==> config.mk <==
export PLATFORM = sky130hd
export DESIGN_NAME = pipeline_hazard_ctrl
export DESIGN_NICKNAME = d
export VERILOG_FILES = /design/src/rtl/pipeline_hazard_ctrl.sv
export SDC_FILE = /design/constraint.sdc
export NUM_CORES = 1
export LEC_CHECK = 0
export CAP_MARGIN = 30
export CORE_MARGIN = 5
export CORE_UTILIZATION = 50
export CTS_CLUSTER_DIAMETER = 30
export DETAILED_ROUTE_END_ITERATION = 8
export GPL_TIMING_DRIVEN = 0
export PLACE_DENSITY = 0.94
export SLEW_MARGIN = 20
export SYNTH_ARGS = -nofsm -noshare
export SYNTH_HDL_FRONTEND = slang
export SYNTH_SLANG_ARGS = --single-unit
==> constraint.sdc <==
create_clock -name clk -period 4 [get_ports clk]
set_clock_uncertainty 0.1 [all_clocks]
set_input_delay 0.6 -clock clk [delete_from_list [all_inputs] [get_ports clk]]
set_output_delay 0.6 -clock clk [all_outputs]
set_load 0.1 [all_outputs]
==> src/rtl/pipeline_hazard_ctrl.sv <==
// pipeline_hazard_ctrl
//   Central stall/flush sequencer for the 5-stage pipeline. It detects
//   load-use hazards and holds the front end while a multi-cycle MUL/DIV
//   occupies EX. Taken branches flush IF/ID. A saturating counter records
//   the number of cycles in which the PC was held.
//
//   State table
//     state | meaning
//     IDLE  | no MUL/DIV in flight; hazards and branches handled normally
//     BUSY  | MUL/DIV occupying EX; front end held, bubbles into ID/EX
//
// Ports
//   clk, rst         clock (rising edge), async active-high reset
//   id_rs, id_rt     source register fields of the ID instruction
//   id_uses_rs/rt    ID instruction actually reads rs / rt
//   ex_mem_read      EX instruction is a load
//   ex_rt            load destination register in EX
//   id_mdu_start     ID instruction is MUL/DIV and issues this cycle
//   id_mdu_is_div    1 = divide, 0 = multiply (qualifies id_mdu_start)
//   id_branch_taken  branch/jump resolved taken in ID
//   perf_clr         synchronous clear of stall_count
//   pc_stall         hold PC
//   if_id_stall      hold IF/ID (0 = advance)
//   if_id_flush      zero IF/ID on the next edge
//   id_ex_bubble     load a NOP into ID/EX
//   mdu_busy         FSM is in BUSY
//   mdu_done         one-cycle registered pulse on BUSY -> IDLE
//   stall_count      saturating count of cycles with pc_stall = 1
module pipeline_hazard_ctrl #(
  parameter int MUL_CYCLES = 4,
  parameter int DIV_CYCLES = 32,
  parameter int CNT_W      = 6
) (
  input  logic         clk,
  input  logic         rst,
  input  logic [4:0]   id_rs,
  input  logic [4:0]   id_rt,
  input  logic         id_uses_rs,
  input  logic         id_uses_rt,
  input  logic         ex_mem_read,
  input  logic [4:0]   ex_rt,
  input  logic         id_mdu_start,
  input  logic         id_mdu_is_div,
  input  logic         id_branch_taken,
  input  logic         perf_clr,
  output logic         pc_stall,
  output logic         if_id_stall,
  output logic         if_id_flush,
  output logic         id_ex_bubble,
  output logic         mdu_busy,
  output logic         mdu_done,
  output logic [15:0]  stall_count
);

  localparam logic ST_IDLE = 1'b0;
  localparam logic ST_BUSY = 1'b1;

  // Busy-phase length is LAT-1; the issue cycle itself advances normally.
  localparam logic [CNT_W-1:0] MUL_LOAD = CNT_W'(MUL_CYCLES - 1);
  localparam logic [CNT_W-1:0] DIV_LOAD = CNT_W'(DIV_CYCLES - 1);
  localparam logic [CNT_W-1:0] CNT_ONE  = CNT_W'(1);

  logic             state;
  logic [CNT_W-1:0] cnt;
  logic             load_use;
  logic [CNT_W-1:0] busy_load;
  logic             start_busy;

  assign load_use = ex_mem_read && (ex_rt != 5'd0) &&
                    ((id_uses_rs && (id_rs == ex_rt)) ||
                     (id_uses_rt && (id_rt == ex_rt)));

  assign busy_load = id_mdu_is_div ? DIV_LOAD : MUL_LOAD;

  // A single-cycle unit (load value 0) never needs the BUSY phase.
  assign start_busy = (state == ST_IDLE) && id_mdu_start && !load_use &&
                      (busy_load != '0);

  always_ff @(posedge clk or posedge rst) begin
    if (rst) begin
      state    <= ST_IDLE;
      cnt      <= '0;
      mdu_done <= 1'b0;
    end else begin
      mdu_done <= 1'b0;
      case (state)
        ST_IDLE: begin
          if (start_busy) begin
            state <= ST_BUSY;
            cnt   <= busy_load;
          end
        end
        ST_BUSY: begin
          cnt <= cnt - CNT_ONE;
          if (cnt == CNT_ONE) begin
            state    <= ST_IDLE;
            mdu_done <= 1'b1;
          end
        end
        default: begin
          state <= ST_IDLE;
          cnt   <= '0;
        end
      endcase
    end
  end

  assign mdu_busy = (state == ST_BUSY);

  // A branch seen together with a load-use hazard used stale operands, so
  // it is dropped here and re-resolves once the hazard clears.
  always_comb begin
    pc_stall     = 1'b0;
    if_id_stall  = 1'b0;
    if_id_flush  = 1'b0;
    id_ex_bubble = 1'b0;
    if (mdu_busy || load_use) begin
      pc_stall     = 1'b1;
      if_id_stall  = 1'b1;
      id_ex_bubble = 1'b1;
    end else if (id_branch_taken) begin
      if_id_flush  = 1'b1;
    end
  end

  always_ff @(posedge clk or posedge rst) begin
    if (rst) begin
      stall_count <= '0;
    end else if (perf_clr) begin
      stall_count <= '0;
    end else if (pc_stall && (stall_count != 16'hFFFF)) begin
      stall_count <= stall_count + 16'd1;
    end
  end

endmodule
==> qor_table.md <==
| Parameter | Value | Unit |
| --- | --- | --- |
| Status | completed | - |
| Final RePlAce weighted congestion | 0.8945 | - |
| CP startpoint kind | input port | - |
| Post-Syn Area | 1466 | um^2 |
| Proportion of power drawn by combinational gates | 0.452 | - |
| Fin crit share | 0.9382 | - |
| Max frequency | 266.5 | MHz |
| Clk root buf | clkbuf_4 | - |
| Ratio of routed vias to standard cells | 6.113 | - |
| Floorplan row count | 19 | - |
| Proportion of layout cells with a drive suffix above 1 | 0.07729 | - |
| Unrepaired setup endpoints after global routing | no | - |
| Total number of clock tree sinks | 24 | - |
| Arrival time reported for the critical path endpoint | 3050 | ps |
| Most frequent cells in the layout | 40 x clkdlybuf4s50_1, 24 x dfrtp_1, 16 x a21oi_1, 11 x xnor2_1 | - |
| Count of antenna diodes in the layout | 0 | - |
| Post-layout minimum cycle time | 3753 | ps |
| Cell type of the slowest stage on the worst timing path | dlygate4sd2_1 | - |
| Leakage dissipation | 0.7380 | nW |
| Number of antenna violations at the first check in global routing | 0 | - |
| Worst EP required | 3300 | ps |
| Distinct cell type count after synthesis | 40 | - |
| Max transition margin | 0.3387 | - |
| Switching power total | 0.3550 | mW |
| H-tree level count | 1 | - |
| Number of buffers added on ports | 44 | - |
| Total count of max-transition violations in the final report | 0 | - |
| Clock tree from TritonCTS | done | - |
| Overall Power | 0.8090 | mW |
| Area of the die | 4116 | um^2 |
| DRC violation count after routing | 0 | - |
| Number of inserted filler cells in the final layout | 204 | - |
| Final-report hold violation count | 0 | - |
| Endpoint of the worst-slack reg-to-reg timing path | stall_count[1] | - |
| Mean instance size in the synthesized netlist | 9.223 | um^2 |
| Bufs on Longest Clock Path | 2 | - |
| Number of buffers added by the clock tree synthesis step | 3 | - |
| Synthesized instance count | 159 | - |
| Violation count after the first detailed-routing iteration | 100 | - |
| Sequential cell fraction of total power | 0.412 | - |
| Cell Chain, Critical Path | clkdlybuf4s50_1 -> xnor2_1 -> nand4_1 -> o22ai_1 -> a21oi_2 -> inv_1 -> buf_4 -> dlygate4sd2_1 | - |
| Pin count of the biggest net entering global routing | 25 | - |
| Largest stage delay on the critical path | 840 | ps |
| Accumulated negative setup slack | 0 | ps |
| Sequential element share of the synthesized area | 0.4096 | - |
| Path depth of the worst reg2reg path | 8 | - |
| Placed insts | 234 | - |
| Origin of the critical flop-to-flop path | stall_count[11] | - |
| Via count of the routed design | 1455 | - |
| Global-route total usage across every layer | 0.2072 | - |
| Cell internal pwr | 0.4540 | mW |
| Total overflow reported by the global router | 0 | - |
| Clock Power Share | 0.136 | - |
| Number of max-cap violations | 0 | - |
| Clock input transition at the sequential cells of the worst setup and hold paths | 130 | ps |
| Non-filler cells in the finished layout | 238 | - |
| Starting Density | 0.5272 | - |
| Number of register bits inferred by synthesis | 24 | - |
| Endpoint type of the worst setup path | output pin | - |
| Area of the core region | 2781 | um^2 |
| Horizontal die dimension | 64.16 | um |
| Power per cell area | 407.7 | nW/um^2 |
| Most common cell after layout, fill and taps aside | clkdlybuf4s50_1 | - |
| ANT nets after route | 0 | - |
| Global-route wire length before repair | 6948 | um |
| Ports placed on the boundary | 46 | - |
| R2R setup slack | 1440 | ps |
| Number of warning messages in the yosys log | 0 | - |
| Number of global-route vias before repair | 1502 | - |
| Net count of the finished layout | 236 | - |
| Critical path class | input port to output pin | - |
| Final wirelength | 4164 | um |
| Clock Latency Late Sink | 320 | ps |
| DRT Pass-1 Iters | 4 | - |
| Synthesized netlist net count | 186 | - |
| Worst path bufs/invs | 4 | - |
| Peak supply drop | 463.8 | uV |
| Worst-path maximum fanout | 6 | - |
| Area delta synth->final | 35.32 | % |
| Actual transition at the worst max-transition pin | 988.8 | ps |
| Routed wirelength normalized by instance count | 17.50 | um |
| Final Util | 0.7135 | - |
| Fraction of power spent switching nets | 0.4388 | - |
| Die Height | 64.16 | um |
| HPWL Detailed | 3108 | um |
| Final setup vio count | 0 | - |
| Hold WC Path Type | input port to async pin | - |
| Worst path top cell family by delay | buffers and inverters | - |
## layout make-up
| class | count | area [um^2] | share of cell area |
|---|---|---|---|
| multi-input combinational | 122 | 789.5 | 0.3979 |
| clock buffer | 3 | 22.52 | 0.01135 |
| inverter | 6 | 22.52 | 0.01135 |
| timing repair buffer | 45 | 452.9 | 0.2282 |
| buffer | 7 | 57.56 | 0.02900 |
| sequential | 24 | 600.6 | 0.3026 |
| tap | 31 | 38.79 | 0.01955 |
## layer usage
| layer | vias up | track usage | routed length [um] | share of wire |
|---|---|---|---|---|
| li1 | 678 | - | - | - |
| met1 | 672 | 0.2475 | 1663 | 0.40 |
| met2 | 87 | 0.3631 | 2050 | 0.49 |
| met3 | 18 | 0.04553 | 338 | 0.081 |
| met4 | 0 | 0.07634 | 112 | 0.027 |
| met5 | - | 0 | 0 | 0 |
## metrics by stage
step	area (um^2)	setup WS, ps	hold WS [ps]
2_1_floorplan	1466	781.8	400.3
5_1_grt	1984	109.8	427.8
6_report	1984	247.2	387.1
3_3_place_gp	1946	-319.2	457.3
4_1_cts	1966	84.38	492.0
3_5_place_dp	1946	-335.5	474.6
## how the worst max path moves through the flow
stage | from | end | depth (start not counted)
2_1_floorplan | ex_rt[1] | if_id_stall | 5
3_3_place_gp | ex_rt[1] | if_id_flush | 6
3_5_place_dp | ex_rt[1] | if_id_flush | 6
4_1_cts | ex_rt[1] | if_id_stall | 7
5_1_grt | ex_rt[0] | if_id_stall | 8
6_report | ex_rt[0] | if_id_stall | 8
## flip-flops by register name, indices dropped and copies added, names as in the netlist
signal,cells
stall_count,16
cnt,6
mdu_busy,1
mdu_done,1
## synth_stat cells, drive strengths merged
| master | count | share of area |
|---|---|---|
| nand3 | 10 | 0.034 |
| a21oi | 17 | 0.058 |
| ha | 3 | 0.026 |
| or3 | 8 | 0.034 |
| o31ai | 5 | 0.026 |
| mux2i | 2 | 0.014 |
| or4 | 7 | 0.038 |
| and2 | 2 | 0.010 |
| a221oi | 1 | 0.0060 |
| o21ai | 11 | 0.038 |
| o21a | 1 | 0.0051 |
| or2 | 1 | 0.0043 |
| xnor2 | 11 | 0.066 |
| nand4 | 6 | 0.030 |
| and4 | 1 | 0.0060 |
| nand2 | 8 | 0.020 |
| nor3 | 4 | 0.014 |
| nor2b | 1 | 0.0043 |
| buf | 5 | 0.034 |
| a22oi | 1 | 0.0051 |
| xor2 | 2 | 0.012 |
| a31oi | 1 | 0.015 |
| nor4b | 1 | 0.0060 |
| nor2 | 10 | 0.026 |
| o22ai | 1 | 0.0043 |
| nand2b | 2 | 0.0085 |
| clkbuf | 2 | 0.0051 |
| mux2 | 1 | 0.0077 |
| nor3b | 1 | 0.0051 |
| a211oi | 2 | 0.010 |
| and3 | 1 | 0.0043 |
| inv | 6 | 0.015 |
| dfrtp | 24 | 0.41 |
## what timing repair did
| item | 4_1_cts | 5_1_grt |
|---|---|---|
| resized for setup | 6 | 1 |
| buffers inserted | 0 | 0 |
| endpoints found under the setup margin | 4 | 1 |
| hold buffers | 0 | 0 |
| cloned | 0 | 0 |
## logic make-up (layout without fill, tap and decap cells)
kind of cell / count (synthesis) / in the layout / share of synthesized area
AO/OA/AOI/OAI: 40 / 40 / 0.1664
XOR/XNOR: 13 / 13 / 0.07765
adder cells (fa/ha/maj): 3 / 3 / 0.02560
multiplexers: 3 / 3 / 0.02133
buffers and inverters: 13 / 61 / 0.05460
flip-flops: 24 / 24 / 0.4096
AND/OR/NAND/NOR: 63 / 63 / 0.2449
## power by group through the flow
stage                     Combinational, mW  Sequential (mW)  Clock, mW
after detailed placement              0.365            0.336          0
after global routing                  0.392            0.340      0.121
final                                 0.366            0.333      0.110
after floorplan                       0.202            0.394          0
after CTS                             0.363            0.331      0.109
after global placement                0.349            0.331          0
Power figures use the tool's default switching activity.
